## src/rtl/fwd_pkg.sv

```systemverilog
// Shared constants and entry layout for the forwarding / hazard unit.
package fwd_pkg;

    localparam int unsigned FWD_SEL_RF = 0;

    localparam int unsigned STG_EX    = 1;
    localparam int unsigned STG_EXMEM = 2;
    localparam int unsigned STG_MEMWB = 3;

    localparam int unsigned LAT_ALU  = 1;
    localparam int unsigned LAT_LOAD = 2;

    localparam int unsigned DEF_AW = 5;
    localparam int unsigned DEF_LW = 2;

    // Reference layout at default widths; the top re-declares it at its parameter widths.
    typedef struct packed {
        logic              valid;
        logic              wb;
        logic [DEF_AW-1:0] dst;
        logic [DEF_LW-1:0] rem;
    } fwd_entry_t;

endpackage

```

## src/rtl/fwd_match.sv

```systemverilog
// Youngest-match priority encoder for one source operand over the post-advance entries.
module fwd_match #(
    parameter int unsigned N  = 2,
    parameter int unsigned AW = 5,
    parameter int unsigned SW = 2
) (
    input  logic [AW-1:0]   src_i,
    input  logic            used_i,
    input  logic [N-1:0]    ent_valid_i,
    input  logic [N-1:0]    ent_wb_i,
    input  logic [N-1:0]    ent_pend_i,
    input  logic [N*AW-1:0] ent_dst_i,
    output logic            hit_o,
    output logic [SW-1:0]   sel_o,
    output logic            not_ready_o
);

    logic found;

    // Entry i sits in post-advance stage i+2, so its select is i+1.
    always_comb begin
        found       = 1'b0;
        hit_o       = 1'b0;
        sel_o       = '0;
        not_ready_o = 1'b0;
        if (used_i && (src_i != '0)) begin
            for (int unsigned i = 0; i < N; i++) begin
                if (!found && ent_valid_i[i] && ent_wb_i[i] &&
                    (ent_dst_i[i*AW +: AW] == src_i)) begin
                    found       = 1'b1;
                    hit_o       = 1'b1;
                    sel_o       = SW'(i + 1);
                    not_ready_o = ent_pend_i[i];
                end
            end
        end
    end

endmodule

```

## src/rtl/fwd_hazard_unit.sv

```systemverilog
// Tracks in-flight register writes per stage; drives EX forward selects and the ID load-use stall.
module fwd_hazard_unit
    import fwd_pkg::*;
#(
    parameter int unsigned NUM_SRC = 2,
    parameter int unsigned AW      = 5,
    parameter int unsigned DEPTH   = 3,
    parameter int unsigned MAX_LAT = 2,
    parameter int unsigned LW      = $clog2(MAX_LAT + 1),
    parameter int unsigned SW      = $clog2(DEPTH)
) (
    input  logic                  clk,
    input  logic                  rst_n,
    input  logic                  hold_i,
    input  logic                  flush_i,
    input  logic                  id_valid_i,
    input  logic [NUM_SRC*AW-1:0] id_src_i,
    input  logic [NUM_SRC-1:0]    id_src_used_i,
    input  logic                  id_wb_i,
    input  logic [AW-1:0]         id_dst_i,
    input  logic [LW-1:0]         id_lat_i,
    output logic                  stall_o,
    output logic [NUM_SRC*SW-1:0] ex_fwd_sel_o
);

    typedef struct packed {
        logic          valid;
        logic          wb;
        logic [AW-1:0] dst;
        logic [LW-1:0] rem;
    } entry_t;

    localparam int unsigned NPA = DEPTH - 1;

    entry_t                ent_q [1:DEPTH];
    entry_t                ent_d [1:DEPTH];
    logic [NUM_SRC*SW-1:0] sel_q, sel_d;

    logic [NPA-1:0]        pa_valid, pa_wb, pa_pend;
    logic [NPA*AW-1:0]     pa_dst;
    logic [NUM_SRC-1:0]    op_hit, op_nrdy;
    logic [NUM_SRC*SW-1:0] op_sel;
    logic [LW-1:0]         rem_in;
    logic                  bubble;

    // Post-advance view: stages 1..DEPTH-1 shift up one, with rem decremented.
    always_comb begin
        pa_valid = '0;
        pa_wb    = '0;
        pa_pend  = '0;
        pa_dst   = '0;
        for (int unsigned i = 0; i < NPA; i++) begin
            pa_valid[i]          = ent_q[STG_EX + i].valid;
            pa_wb[i]             = ent_q[STG_EX + i].wb;
            pa_pend[i]           = ent_q[STG_EX + i].rem > LW'(1);
            pa_dst[i*AW +: AW]   = ent_q[STG_EX + i].dst;
        end
    end

    for (genvar s = 0; s < NUM_SRC; s++) begin : g_op
        fwd_match #(
            .N  (NPA),
            .AW (AW),
            .SW (SW)
        ) u_match (
            .src_i       (id_src_i[s*AW +: AW]),
            .used_i      (id_src_used_i[s]),
            .ent_valid_i (pa_valid),
            .ent_wb_i    (pa_wb),
            .ent_pend_i  (pa_pend),
            .ent_dst_i   (pa_dst),
            .hit_o       (op_hit[s]),
            .sel_o       (op_sel[s*SW +: SW]),
            .not_ready_o (op_nrdy[s])
        );
    end

    assign stall_o = !hold_i && !flush_i && id_valid_i && (|(op_hit & op_nrdy));
    assign bubble  = stall_o || flush_i || !id_valid_i;

    always_comb begin
        if (id_lat_i < LW'(LAT_ALU)) begin
            rem_in = LW'(LAT_ALU);
        end else if (id_lat_i > LW'(MAX_LAT)) begin
            rem_in = LW'(MAX_LAT);
        end else begin
            rem_in = id_lat_i;
        end
    end

    always_comb begin
        ent_d = ent_q;
        sel_d = sel_q;
        if (!hold_i) begin
            for (int unsigned k = STG_EXMEM; k <= DEPTH; k++) begin
                ent_d[k]     = ent_q[k-1];
                ent_d[k].rem = (ent_q[k-1].rem == '0) ? '0 : ent_q[k-1].rem - LW'(1);
            end
            // Flush kills the EX occupant before it reaches EX/MEM.
            if (flush_i) begin
                ent_d[STG_EXMEM].valid = 1'b0;
            end
            ent_d[STG_EX] = '0;
            if (!bubble) begin
                ent_d[STG_EX].valid = 1'b1;
                ent_d[STG_EX].wb    = id_wb_i && (id_dst_i != '0);
                ent_d[STG_EX].dst   = id_dst_i;
                ent_d[STG_EX].rem   = rem_in;
            end
            sel_d = bubble ? {NUM_SRC{SW'(FWD_SEL_RF)}} : op_sel;
        end
    end

    always_ff @(posedge clk) begin
        if (!rst_n) begin
            for (int unsigned k = 1; k <= DEPTH; k++) begin
                ent_q[k] <= '0;
            end
            sel_q <= '0;
        end else begin
            ent_q <= ent_d;
            sel_q <= sel_d;
        end
    end

    assign ex_fwd_sel_o = sel_q;

endmodule
```

## config.mk

```make
export PLATFORM = sky130hd
export DESIGN_NAME = fwd_hazard_unit
export DESIGN_NICKNAME = d
export VERILOG_FILES = /design/src/rtl/fwd_pkg.sv /design/src/rtl/fwd_match.sv /design/src/rtl/fwd_hazard_unit.sv
export SDC_FILE = /design/constraint.sdc
export NUM_CORES = 1
export LEC_CHECK = 0
export ABC_AREA = 1
export CAP_MARGIN = 15
export CORE_MARGIN = 4
export CORE_UTILIZATION = 40
export CTS_BUF_LIST = sky130_fd_sc_hd__clkbuf_4 sky130_fd_sc_hd__clkbuf_8
export CTS_CLUSTER_DIAMETER = 50
export DETAILED_ROUTE_END_ITERATION = 12
export HOLD_SLACK_MARGIN = 0.06
export PLACE_DENSITY_LB_ADDON = 0.25
export SLEW_MARGIN = 20
export SYNTH_ARGS = -nofsm -noshare
export SYNTH_HDL_FRONTEND = slang
export SYNTH_SLANG_ARGS = --single-unit
```

## constraint.sdc

```tcl
create_clock -name clk -period 1.7 [get_ports clk]
set_input_delay 0.255 -clock clk [delete_from_list [all_inputs] [get_ports clk]]
set_output_delay 0.255 -clock clk [all_outputs]
set_load 0.02 [all_outputs]
```

==> results.py, run 1 <==
metrics = {
    "yosys": {
        "synth_commonest_cells": "nand2_1 (69), a21oi_1 (24), inv_1 (24)",
        "synth-compound-area-share_pct": 12.77,
        "synthAdderAreaFrac_pct": 0,
        "synth-simple-area-share_pct": 42.57,
        "synth_seq_cells": 21,
        "synth_most_common_cell": "nand2_1",
        "synthMuxAreaShare_pct": 0,
        "netlist_area_um2": 1323,
        "synthXorXnorAreaFrac_pct": 0,
        "synth_edf_count": 0,
        "seq_area_frac_synth_pct": 31.79,
        "synth.top_cell.area_share_pct": 31.79,
        "avgSynthCellArea_um2": 5.957,
        "synth_warnings": 0,
        "async_flop_share_pct": 0,
        "synth_ff_type": "dfxtp_1",
        "synth_top_family_by_area": "simple AND/OR/NAND/NOR gates",
        "ys_types": 22,
        "yosys.area.top_type": "dfxtp_1",
        "syn-num-nets": 247,
        "synth_area_leaders": "dfxtp_1 (32%), nand2_1 (20%), a21oi_1 (9.1%), nand4_1 (7.1%), inv_1 (6.8%)",
        "syn_inst": 222,
    },
    "setup_path": {
        "worstSetupEndpointType": "output port",
        "cpMaxStageDelayCell": "dfxtp_2",
        "crit_type": "reg2out",
        "crit_required_ns": 1.44,
        "timing.critical_path.buf_inv": 2,
        "start_kind": "register",
        "cp_top_family": "simple AND/OR/NAND/NOR gates",
        "critical_path.max_fanout": 2,
        "cpMostUsedCell": "nand2_2",
        "critPathArrivalTime_ns": 1.63,
        "crit_chain": "buf_6 > nand2_2 > nand2_2 > nor2_4 > nand2_1 > nor2_1 > nand3_1 > nand2_2 > nand2_4 > a21oi_2 > buf_4",
        "critical-path-max-stage-delay_ns": 0.34,
    },
    "routing": {
        "vias_per_cell": 4.844,
        "wl_per_cell_um": 11.88,
        "routed_wl_um": 3812,
        "via_count": 1555,
        "drt_iter0_drc": 64,
        "antenna_left": 0,
        "drtPass1Iterations": 4,
        "drc": 0,
    },
    "global_route": {
        "busiest_layer": "met2",
        "grt-ovfl-total": 0,
        "grt_pass1_vias": 1474,
        "use_met2_pct": 34.77,
        "grt_max_degree": 27,
        "grtUsageMet3_pct": 2.222,
        "antenna_found_initial": 0,
        "grt_first_pass_wirelength_um": 6486,
        "grt_use_met1_pct": 23.50,
        "grt.total_usage_pct": 19.45,
    },
    "min_path": {
        "min_path_type": "reg2reg",
    },
    "power_and_ir_drop": {
        "ir_drop_v": 0.0003189,
        "leakagePower_nw": 0.9423,
        "finalPower_mw": 0.9862,
        "p_per_area_nw_per_um2": 509.8,
    },
    "sta": {
        "min_period_ns": 1.884,
        "rsz0062_at_grt": "yes",
        "finClkSkew_ns": 0.005611,
        "tightestPinTransition_ns": 0.4669,
        "fin_crit_sh_pct": 110.8,
        "maxSlewHeadroom_pct": 68.84,
        "hold_violations": 0,
        "worst_slack_ns": -0.1844,
        "maxSlewViolCount": 0,
        "setup_viol": 1,
        "max_freq_ghz": 0.5307,
    },
    "placed_design": {
        "io_buffers": 28,
        "dp_hpwl_um": 3088,
        "placed_cell_area_um2": 1803,
        "place_ws_ns": -0.8695,
        "gp_congestion": 0.8927,
        "dp.cells": 312,
    },
    "outcome": {
        "status": "finished with violations",
        "failed_checks": "negative setup slack",
    },
    "cells_and_area": {
        "final_cells": 321,
        "design_area_um2": 1934,
        "diodes": 0,
        "fillers": 335,
        "final_nets": 303,
        "drive_gt1_share_pct": 28.88,
        "area_growth_pct": 46.26,
    },
    "floorplan": {
        "io_pins": 30,
        "num_rows": 20,
        "core_um2": 3103,
        "die_area_um2": 4290,
        "die_y_um": 65.50,
        "start_util_pct": 42.62,
        "die_w_um": 65.50,
    },
    "flow_run": {
        "maxCapViolCount": 0,
    },
    "cts": {
        "clockRootBuffer": "clkbuf_4",
        "clockBufferDepth": 2,
        "cts_max_level": 1,
        "clock-sinks": 21,
        "cts.clk_slew.worst_paths_ns": 0.11,
        "clk_latency_ns": 0.30,
        "numCtsBuffers": 3,
        "ctsHoldBuffers": 0,
        "cts_tree": "done",
    },
}
-- per-layer routing --
layer  wire length (um)  vias to the layer above
met5                  0                        -
met4                 97                        0
met3                139                        8
met2               1866                       37
met1               1708                      688
li1                   -                      822
-- cell type report --
class | count | area [um2] | area share (%)
clock buffer | 4 | 30.03 | 1.552
inverter | 34 | 127.6 | 6.598
multi-input combinational | 160 | 772.0 | 39.91
sequential | 21 | 436.7 | 22.57
tap | 44 | 55.05 | 2.846
timing repair buffer | 58 | 513.0 | 26.52
-- where the power goes --
group | leakage (nW) | switching (mW) | internal, mW
sequential | 0.176 | 0.0113 | 0.506
clock | 0.0184 | 0.146 | 0.107
combinational | 0.748 | 0.110 | 0.106
-- repair_timing --
action,CTS,global route
buffers inserted,33,3
endpoints found under the setup margin,11,14
hold endpoints to repair,0,0
pin swaps,12,15
resized for setup,21,28
-- stage by stage --
stage	utilization [%]	TNS, ns	hold slack [ns]
final	62.34	-0.1844	0.4691
after global routing	62.34	-0.3164	0.5070
after global placement	58.10	-5.683	0.4572
after floorplan	-	0	0.3907
after detailed placement	58.10	-5.105	0.4574
after CTS	60.40	-0.3451	0.4745
-- worst reg2reg max path, stage by stage, from the launching register on --
cell,delay (ns)
dfxtp_2,0.34
buf_6,0.11
nand2_2,0.05
nand2_2,0.06
nor2_4,0.09
nand2_1,0.06
nor2_1,0.10
nand3_1,0.12
buf_4,0.16
buf_6,0.11
inv_2,0.04
nand4_1,0.10
a21oi_2,0.14
-- sequential cells by signal, summed over array words and instances, names as in the netlist --
| signal | flops |
|---|---|
| ent_q | 17 |
| ex_fwd_sel_o | 4 |
-- cells in the final DEF, fill, tap and decap left out, drive strengths merged, types with 6 or more instances in the layout --
master / count
dfxtp: 21
a21oi: 24
clkdlybuf4s50: 17
nor2: 24
nand2: 72
buf: 31
o21ai: 8
inv: 33
nand4: 15
dlygate4sd2: 6
nand3: 13
-- final timing paths --
kind	startpoint	endpoint	slack, ns	cells after the start
setup / recovery	ent_q[11]	stall_o	-0.18	11
hold / removal	ex_fwd_sel_o[0]	ex_fwd_sel_o[0]	0.47	2
setup reg to reg	ent_q[11]	ex_fwd_sel_o[3]	0.16	12
hold reg to reg	ex_fwd_sel_o[0]	ex_fwd_sel_o[0]	0.47	2
-- cells by family after synthesis --
logic type,count (synthesis)
buf+inv,41
compound gates,33
simple gates,127
flops,21
No activity file was read; power rests on OpenSTA's default activity.
==> inputs of run 2 (changes only) <==
- ABC_AREA: 1 -> unset
==> results.py, run 2 <==
metrics = {
    "yosys": {
        "synth_commonest_cells": "dfxtp_1 (21), nand2_1 (14), nor2b_1 (10), xnor2_1 (10), xor2_1 (10)",
        "seq_area_frac_synth_pct": 35.52,
        "avgSynthCellArea_um2": 9.320,
        "netlist_area_um2": 1184,
        "synth_area_leaders": "dfxtp_1 (36%), xnor2_1 (7.4%), xor2_1 (7.4%), o31ai_2 (6.3%), nor2b_1 (5.3%)",
        "synth.top_cell.area_share_pct": 35.52,
        "synth_edf_count": 0,
        "syn_inst": 127,
        "synth_seq_cells": 21,
        "async_flop_share_pct": 0,
        "synth_most_common_cell": "dfxtp_1",
        "ys_types": 29,
        "synth_ff_type": "dfxtp_1",
        "synth_warnings": 0,
        "syn-num-nets": 152,
        "yosys.area.top_type": "dfxtp_1",
    },
    "global_route": {
        "antenna_found_initial": 0,
        "grt-ovfl-total": 0,
        "grt_max_degree": 16,
        "grt_first_pass_wirelength_um": 5306,
        "grt.total_usage_pct": 16.50,
        "grt_pass1_vias": 1151,
    },
    "setup_path": {
        "worstSetupEndpointType": "output port",
        "crit_type": "reg2out",
        "critical_path.max_fanout": 3,
        "start_kind": "register",
        "critPathArrivalTime_ns": 1.92,
        "crit_required_ns": 1.44,
    },
    "sta": {
        "finClkSkew_ns": 0.01106,
        "min_period_ns": 2.176,
        "rsz0062_at_grt": "yes",
        "holdWs_ns": 0.4637,
        "hold_violations": 0,
        "worst_slack_ns": -0.4763,
        "max_freq_ghz": 0.4595,
        "setup_viol": 14,
        "fin_crit_sh_pct": 128.0,
        "tightestPinTransition_ns": 0.3929,
        "maxSlewViolCount": 0,
        "setup_tns_ns": -2.161,
        "maxSlewHeadroom_pct": 73.72,
    },
    "cts": {
        "clock-sinks": 21,
        "cts_tree": "done",
        "numCtsBuffers": 3,
        "clockBufferDepth": 2,
        "clockRootBuffer": "clkbuf_4",
        "cts.clk_slew.worst_paths_ns": 0.12,
        "cts_max_level": 1,
        "clk_latency_ns": 0.31,
    },
    "floorplan": {
        "num_rows": 19,
        "die_y_um": 62.40,
        "die_w_um": 62.40,
        "core_um2": 2781,
        "io_pins": 30,
        "die_area_um2": 3893,
        "start_util_pct": 42.56,
    },
    "placed_design": {
        "io_buffers": 28,
        "gp_congestion": 0.8018,
        "placed_cell_area_um2": 1680,
        "dp_hpwl_um": 2308,
    },
    "cells_and_area": {
        "largest_register_ffs": 17,
        "design_area_um2": 1904,
        "diodes": 0,
        "largest_register": "ent_q",
        "mostFrequentLayoutCell": "buf_4",
        "drive_gt1_share_pct": 41.40,
        "final_cell_mix": "buf_4 (27), clkdlybuf4s50_1 (17), dfxtp_1 (15)",
        "final_nets": 212,
        "area_growth_pct": 60.89,
    },
    "routing": {
        "routed_wl_um": 3326,
        "via_count": 1129,
        "drc": 0,
        "wl_per_cell_um": 15.33,
        "vias_per_cell": 5.203,
        "drt_iter0_drc": 30,
        "antenna_left": 0,
        "drtPass1Iterations": 4,
    },
    "power_and_ir_drop": {
        "leakagePower_nw": 0.7565,
        "ir_drop_v": 0.0004357,
        "p_per_area_nw_per_um2": 490.9,
    },
    "flow_run": {
        "maxCapViolCount": 0,
    },
    "outcome": {
        "failed_checks": "negative setup slack",
        "status": "finished with violations",
    },
    "min_path": {
        "min_path_type": "reg2reg",
    },
}
run 2: path summary, 6_finish.rpt:
kind / end / slack [ns] / cells past startpoint / startpoint
setup / recovery: stall_o / -0.48 / 8 / ent_q[22]
hold / removal: ex_fwd_sel_o[2] / 0.46 / 2 / ex_fwd_sel_o[2]
setup reg to reg: ent_q[20] / -0.15 / 9 / ent_q[22]
hold reg to reg: ex_fwd_sel_o[2] / 0.46 / 2 / ex_fwd_sel_o[2]
run 2: logic make-up after synthesis:
| family | Yosys count | synth area share, % |
|---|---|---|
| simple gates | 49 | 25.26 |
| compound gates | 21 | 15.54 |
| flops | 21 | 35.52 |
| xor+xnor | 20 | 14.80 |
| buf+inv | 10 | 3.805 |
| mux | 6 | 5.074 |
run 2: through the flow:
step / power [mW] / std cells / setup slack (ns) / util [%]
finish: 0.9348 / 217 / -0.4763 / 68.47
detailed placement: 0.6928 / 206 / -1.115 / 60.41
floorplan: 0.5854 / 127 / -0.1403 / -
CTS: 0.9394 / 215 / -0.4104 / 64.24
global placement: 0.6897 / 206 / -1.124 / 60.41
global route: 0.9841 / 217 / -0.5994 / 68.47
run 2: worst max-delay path: stages, from the launching register on:
cell and delay (ns):
dfxtp_4 0.38, xnor2_2 0.16, nand4_1 0.16, buf_4 0.18, nor4_4 0.36, o21ai_4 0.09, inv_2 0.06, o21a_4 0.12
buf_6 0.11
run 2: cell type report:
| class | count | area, um2 |
|---|---|---|
| repair buffers | 60 | 525.5 |
| multi-input cells | 96 | 858.3 |
| inverters | 5 | 18.77 |
| clock buffers | 3 | 22.52 |
| clock inverters | 1 | 5.005 |
| well taps | 31 | 38.79 |
| flip-flops and latches | 21 | 435.4 |
| fillers | 231 | 877.1 |
run 2: timing repair:
item                                    in CTS  in global routing
hold buffers                                 0                  0
pin swaps                                   19                 15
setup buffers                                6                  3
cloned                                       0                  1
endpoints found under the setup margin      14                 14
resized for setup                           54                 16
run 2: report_power, final:
part | total [mW] | internal (mW) | switching (mW)
sequential | 0.505 | 0.496 | 0.00851
combinational | 0.192 | 0.105 | 0.0868
clock | 0.238 | 0.0879 | 0.150
total | 0.935 | 0.689 | 0.245
run 2: layer usage:
layer	routed length, um	GRT usage (%)
met1	1553	21.59
met2	1566	25.91
met3	131	3.777
met4	76	6.897
met5	0	0
